**src/rtl/mem_access_ctrl.sv**
```systemverilog
// Load/store controller in front of data_memory: one request in flight, registered
// memory strobes, out-of-range detection and saturating load/store activity counters.
module mem_access_ctrl #(
  parameter int unsigned MEM_AW = 16,
  parameter int unsigned CNT_W  = 16
) (
  input  logic             clk,
  input  logic             rst,
  input  logic             req_valid,
  output logic             req_ready,
  input  logic             req_wr,
  input  logic [31:0]      req_addr,
  input  logic [31:0]      req_wdata,
  output logic             resp_valid,
  input  logic             resp_ready,
  output logic [31:0]      resp_rdata,
  output logic             resp_err,
  output logic             mem_wrt,
  output logic             mem_read,
  output logic [31:0]      mem_address,
  output logic [31:0]      mem_data_in,
  input  logic [31:0]      mem_data_out,
  output logic [CNT_W-1:0] load_count,
  output logic [CNT_W-1:0] store_count
);

  typedef enum logic [2:0] {StIdle, StWrite, StRead, StWait, StResp} state_e;

  // Address bits above the decoded range; all-zero mask when MEM_AW covers the full word.
  localparam logic [31:0] HiMask = ~((32'h1 << MEM_AW) - 32'h1);

  state_e state_q;
  logic   out_of_range;

  assign out_of_range = |(req_addr & HiMask);

  always_ff @(posedge clk or posedge rst) begin
    if (rst) begin
      state_q     <= StIdle;
      req_ready   <= 1'b0;
      resp_valid  <= 1'b0;
      resp_rdata  <= '0;
      resp_err    <= 1'b0;
      mem_wrt     <= 1'b0;
      mem_read    <= 1'b0;
      mem_address <= '0;
      mem_data_in <= '0;
      load_count  <= '0;
      store_count <= '0;
    end else begin
      case (state_q)
        StIdle: begin
          req_ready <= 1'b1;
          if (req_valid && req_ready) begin
            req_ready   <= 1'b0;
            mem_address <= req_addr;
            mem_data_in <= req_wdata;
            resp_rdata  <= '0;
            resp_err    <= 1'b0;
            if (out_of_range) begin
              state_q    <= StResp;
              resp_valid <= 1'b1;
              resp_err   <= 1'b1;
            end else if (req_wr) begin
              state_q <= StWrite;
              mem_wrt <= 1'b1;
            end else begin
              state_q  <= StRead;
              mem_read <= 1'b1;
            end
          end
        end
        StWrite: begin
          mem_wrt    <= 1'b0;
          resp_valid <= 1'b1;
          state_q    <= StResp;
          if (store_count != '1) store_count <= store_count + 1'b1;
        end
        StRead: begin
          mem_read <= 1'b0;
          state_q  <= StWait;
        end
        StWait: begin
          // data_memory presented the read data on the edge that ended StRead.
          resp_rdata <= mem_data_out;
          resp_valid <= 1'b1;
          state_q    <= StResp;
          if (load_count != '1) load_count <= load_count + 1'b1;
        end
        StResp: begin
          if (resp_ready) begin
            resp_valid <= 1'b0;
            req_ready  <= 1'b1;
            state_q    <= StIdle;
          end
        end
        default: begin
          state_q   <= StIdle;
          mem_wrt   <= 1'b0;
          mem_read  <= 1'b0;
          req_ready <= 1'b0;
        end
      endcase
    end
  end

endmodule

```
**config.mk**
```make
export PLATFORM = sky130hd
export DESIGN_NAME = mem_access_ctrl
export DESIGN_NICKNAME = d
export VERILOG_FILES = /design/src/rtl/mem_access_ctrl.sv
export SDC_FILE = /design/constraint.sdc
export NUM_CORES = 1
export LEC_CHECK = 0
export ABC_AREA = 1
export BUFFER_PORTS_ARGS = -buffer_cell sky130_fd_sc_hd__buf_2
export CAP_MARGIN = 0
export CORE_MARGIN = 4
export CORE_UTILIZATION = 50
export CTS_CLUSTER_DIAMETER = 150
export DETAILED_ROUTE_END_ITERATION = 6
export HOLD_SLACK_MARGIN = 0.1
export PLACE_DENSITY = 0.91
export REMOVE_ABC_BUFFERS = 1
export SLEW_MARGIN = 5
export SYNTH_ARGS = -nofsm -noshare
export SYNTH_HDL_FRONTEND = slang
export SYNTH_SLANG_ARGS = --single-unit
export TNS_END_PERCENT = 20
```
**constraint.sdc**
```tcl
create_clock -name clk -period 10.5 [get_ports clk]
set_input_delay 2.1 -clock clk [delete_from_list [all_inputs] [get_ports clk]]
set_output_delay 2.1 -clock clk [all_outputs]
set_load 0.005 [all_outputs]
```
# Word level (Yosys, flattened, before mapping)
# Cells that the tools add are included.
totals:
  ff_bits: 136
  word_cells: 69
  in_bits: 101
  output_inout_bits: 133
op_classes:
  mux: 23
  n_addsub: 2
  bitwise: 3
  n_reduce_logical: 18
  n_eq_ne: 12
ops:
  columns: ["operator", "n"]
  rows:
  - ["$pmux 32 s2", 1]
  - ["$add 16x1->16 const B", 2]
  - ["$mux 32", 1]
  - ["$ne 16x16->1 const B", 2]
  - ["$reduce_or 16->1", 1]
  - ["$mux 1", 12]
  - ["$ne 2x2->1 const B", 6]
  - ["$pmux 3 s4", 1]
  - ["$reduce_and 2->1", 6]
  - ["$reduce_and 4->1", 3]
  - ["$mux 3", 3]
  - ["$reduce_or 3->1", 3]
  - ["$eq 3x2->1 const B", 2]
  - ["$pmux 1 s3", 2]
  - ["$pmux 1 s2", 2]
  - ["$eq 3x1->1 const B", 1]
  - ["$eq 3x3->1 const B", 1]
  - ["$logic_not 3->1", 1]
  - ["$not 1->1", 3]
  - ["$reduce_bool 3->1", 1]
  - ["$mux 2", 1]
  - ["$reduce_bool 2->1", 1]
  - ["$reduce_or 2->1", 1]
  - ["$logic_and 1x1->1", 1]

# Logic depth before layout (Yosys ltp)
logic_depth:
  depth_word: 4
  mapped_depth: 10
  depth_no_buf: 9

# Worst setup path after synthesis
# No wires, ideal clock.
synth_timing:
  path_kind: "input-to-reg"
  startpoint: "input port req_valid"
  endpoint: "register resp_rdata[0]"
  required_ns: 10.434
  path_slack_ns: 7.633
  cell_stages: 7
  n_path_buf: 2
  setup_ns: 0.066
  t_arrival_ns: 2.802
  cell_sequence: "nand2_1 > inv_1 > nand2_1 > buf_2 > buf_2 > nand3_1 > nand2_1"
synth_via:
  elab_chain_len: 3
synth_lines:
  columns: ["item", "line", "rtl"]
  rows:
  - ["start, declared", "9", "input logic req_valid,"]
  - ["$logic_and 1x1->1", "54", "if (req_valid && req_ready) begin"]
  - ["$ne 2x2->1 (no source line)", null, null]
  - ["$reduce_and 2->1 (no source line)", null, null]
  - ["end signal, assigned", "85", "resp_rdata <= mem_data_out;"]
  - ["end, declared", "16", "output logic [31:0] resp_rdata,"]
# Every way passes these cells.
# A chain may end at the register's enable or synchronous reset.

# Worst setup path after layout
layout_timing:
  startpoint: "input port req_valid"
  endpoint: "register mem_data_in[0]"
layout_via:
  elab_chain_len: 2
layout_lines:
  columns: ["item", "line", "rtl"]
  rows:
  - ["$logic_and 1x1->1", "54", null]
  - ["$reduce_and 2->1 (no source line)", null, null]
  - ["end signal, assigned", "57", "mem_data_in <= req_wdata;"]
  - ["end, declared", "21", "output logic [31:0] mem_data_in,"]
# Every way passes these cells.

==> results.md <==
- Power density cells: 218.3 mW/mm2
- Nets: 1102
- Switching share of power: 29.93%
- Post-synthesis register bit count: 136
- Die height: 118.9 um
- Crit Path Max Fanout: 103
- Detailed-route wire length: 16.15 mm
- # hold bufs at CTS: 0
- Critical path class: input pin to flop
- RSZ-0062 raised after global routing: false
- Hold Violations, Final: 0
- Top_reg_cell synth: dfrtp_1
- Initial Utilization: 51.16%
- NetSw: 0.0005223 W
- Hpwl dp: 11.41 mm
- 1st-iter DRT viols: 584
- Clk_lat worst skew: 0.41 ns
- Max Fclk: 0.2646 GHz
- CTS Sinks: 136
- H-tree Lvls: 4
- Top post-synthesis cells by area: dfrtp_1 55%, nand2_1 25%, nand3_1 4.3%
- Largest net degree at the start of global routing: 104
- Resized Gates After CTS: 0
- EDFF count, synth: 0
- Max VDD drop: 0.00008912 V
- Max-Cap Viols: 0
- CTS tree: built
- Combinational Power Share: 22.9%
- Yosys top cell area share: 55.39%
- Synth unique cells: 25
- Detailed-route via count: 5823
- CTS Buf Count: 17
- Post-route ant nets: 0
- Aggregate global-route resource usage: 23.20%
- Grt total ovfl: 0
- Period minus WS final: 3.779 ns
- Rows: 40
- Power Total: 0.001745 W
- Area Growth Syn to Fin: 30.12%
- Number of global-route vias before repair: 5349
- Crit path buffers/inverters: 3
- Post-Synthesis Mean Instance Area: 7.949 um2
- Max Slew Vio Count: 0
- Least-Margin Pin Slew: 1.042 ns
- Arr. time, crit path: 4.11 ns
- Run status: finished clean
- DIE WIDTH: 118.9 um
- # DRC: 0
- Worst min path class: flop to flop
- Worst Setup End Kind: flop
- Cell family with most CP delay: buffers and inverters
- WP data required: 10.84 ns
- Die area: 0.01413 mm2
- Root Driver: clkbuf_16
- Asr flop ratio synth: 100.0%
- Synth warn: 0
- Setup Buffers After CTS: 0
- Drt wl/cell: 13.92 um
- Static Leak: 4.663 nW
- DR vias/cell: 5.020
- Final Cycle Share: 35.99%
- Final Setup Violations: 0
- CTS Buffer Depth: 2
- Slew margin rel.: 30.54%
- Boundary Pins: 234
- First-pass DRT Iterations: 5
- Sequential share of power: 41.0%
- Placeable Area: 0.01201 mm2
- Worst Clk Skew: 0.008127 ns
- Sequence of cells on the critical path: buf_2 -> nand2_1 -> inv_1 -> nand2_4 -> inv_2 -> nand2_1 -> nand2_1
- Layout cells sized above 1: 27.77%
- Fin Setup TNS: 0 ns
- Initial antenna violation count: 5
- Syn Std Cell Area: 0.006145 mm2
- Clock-pin slew on the worst setup and hold paths: 0.06 ns
- Clock power share: 36.1%
- Cell mode on critical path: nand2_1
- Cells after Synth: 773
- Most frequent cell after synthesis: nand2_1
- Int Pwr: 0.001223 W
- Yosys top cell by area: dfrtp_1
- Post-synth top cells: 404 x nand2_1, 136 x dfrtp_1, 53 x nand3_1
- Startpoint types: input pin
- Global-route wire length before repair: 26.32 mm
- Port Buffers: 233
- Slowest stage delay, CP: 0.97 ns
- GPL Wtd Cong: 0.8603
- Seq/Total Area, Yosys: 55.39%
- Slowest CP cell: inv_2
metrics by stage:
stage                     hold slack [ns]  instances  setup WS, ns  instance area, um2  util (%)
final                              0.4712       1160         6.721                7995     66.56
after global routing               0.4912       1160         6.462                7995     66.56
after CTS                          0.4754       1159         6.688                7993     66.54
after detailed placement           0.4596       1127         6.251                7362     61.29
after global placement             0.4551       1127         6.284                7362     61.29
after floorplan                    0.4637        746         4.761                5992         -
cell type report:
| type | count | area [um2] |
|---|---|---|
| multi-input cells | 569 | 2440 |
| clock buffers | 21 | 460.4 |
| diodes | 1 | 2.502 |
| repair buffers | 234 | 1174 |
| flip-flops and latches | 136 | 3403 |
| well taps | 147 | 183.9 |
| clock inverters | 11 | 170.2 |
| fillers | 995 | 4016 |
| inverters | 41 | 161.4 |
layer usage:
metal / wire length (um) / track usage, %
met5: 35 / 0
met4: 392 / 8.907
met1: 6567 / 29.72
met2: 7823 / 37.41
met3: 1327 / 6.790
cells in the final DEF, fill, tap and decap left out, types with 2 or more instances in the layout:
| cell | netlist | final |
|---|---|---|
| a21oi_1 | 3 | 3 |
| buf_2 | 17 | 233 |
| bufinv_16 | 0 | 4 |
| clkbuf_1 | 4 | 2 |
| clkbuf_16 | 0 | 17 |
| clkbuf_8 | 0 | 2 |
| clkinv_2 | 0 | 2 |
| clkinvlp_4 | 0 | 3 |
| dfrtp_1 | 136 | 136 |
| ha_1 | 2 | 2 |
| inv_1 | 37 | 36 |
| inv_2 | 3 | 3 |
| inv_6 | 0 | 2 |
| nand2_1 | 404 | 403 |
| nand2_2 | 3 | 3 |
| nand2_4 | 2 | 3 |
| nand3_1 | 53 | 53 |
| nand4_1 | 11 | 11 |
| nor2_1 | 51 | 51 |
| nor2_2 | 2 | 2 |
| nor2_4 | 2 | 2 |
| o21ai_0 | 15 | 15 |
| xnor2_1 | 15 | 15 |
| xor2_1 | 2 | 2 |
path summary, 6_finish.rpt:
| check | cells after the start | to | start | slack [ns] |
|---|---|---|---|---|
| worst max-delay path | 7 | mem_data_in[0] | req_valid | 6.72 |
| worst min-delay path | 2 | mem_data_in[4] | mem_data_in[4] | 0.47 |
| worst max register to register | 7 | mem_data_in[0] | state_q[1] | 7.75 |
| worst min register to register | 2 | mem_data_in[4] | mem_data_in[4] | 0.47 |
| max in group asynchronous | 3 | resp_valid | rst | 7.42 |
| min in group asynchronous | 2 | load_count[15] | rst | 1.74 |
cells by family after synthesis:
kind of cell | after synthesis | synth area share [%]
AND/OR/NAND/NOR | 530 | 34.90
flip-flops | 136 | 55.39
buffers and inverters | 68 | 5.029
AO/OA/AOI/OAI | 20 | 1.853
XOR/XNOR | 17 | 2.423
adder cells (fa/ha/maj) | 2 | 0.4072
power groups by stage:
| stage | Sequential, W | Combinational [W] | Clock [W] |
|---|---|---|---|
| global route | 0.000731 | 0.000451 | 0.000671 |
| finish | 0.000716 | 0.000400 | 0.000630 |
| floorplan | 0.000730 | 0.000186 | 0 |
| global placement | 0.000720 | 0.000392 | 0 |
| CTS | 0.000715 | 0.000408 | 0.000642 |
| detailed placement | 0.000722 | 0.000405 | 0 |
state kept, by name, summed over array words and instances, names as in the netlist, 3 cells and up:
name / cells
state_q: 3
load_count: 16
resp_rdata: 32
mem_address: 32
mem_data_in: 32
store_count: 16
tightest hold or removal path, cell delays in order (launching register included):
cell,delay [ns]
dfrtp_1,0.33
nand2_1,0.05
nand2_1,0.06
Note: power is estimated with default switching activity, not from simulation.
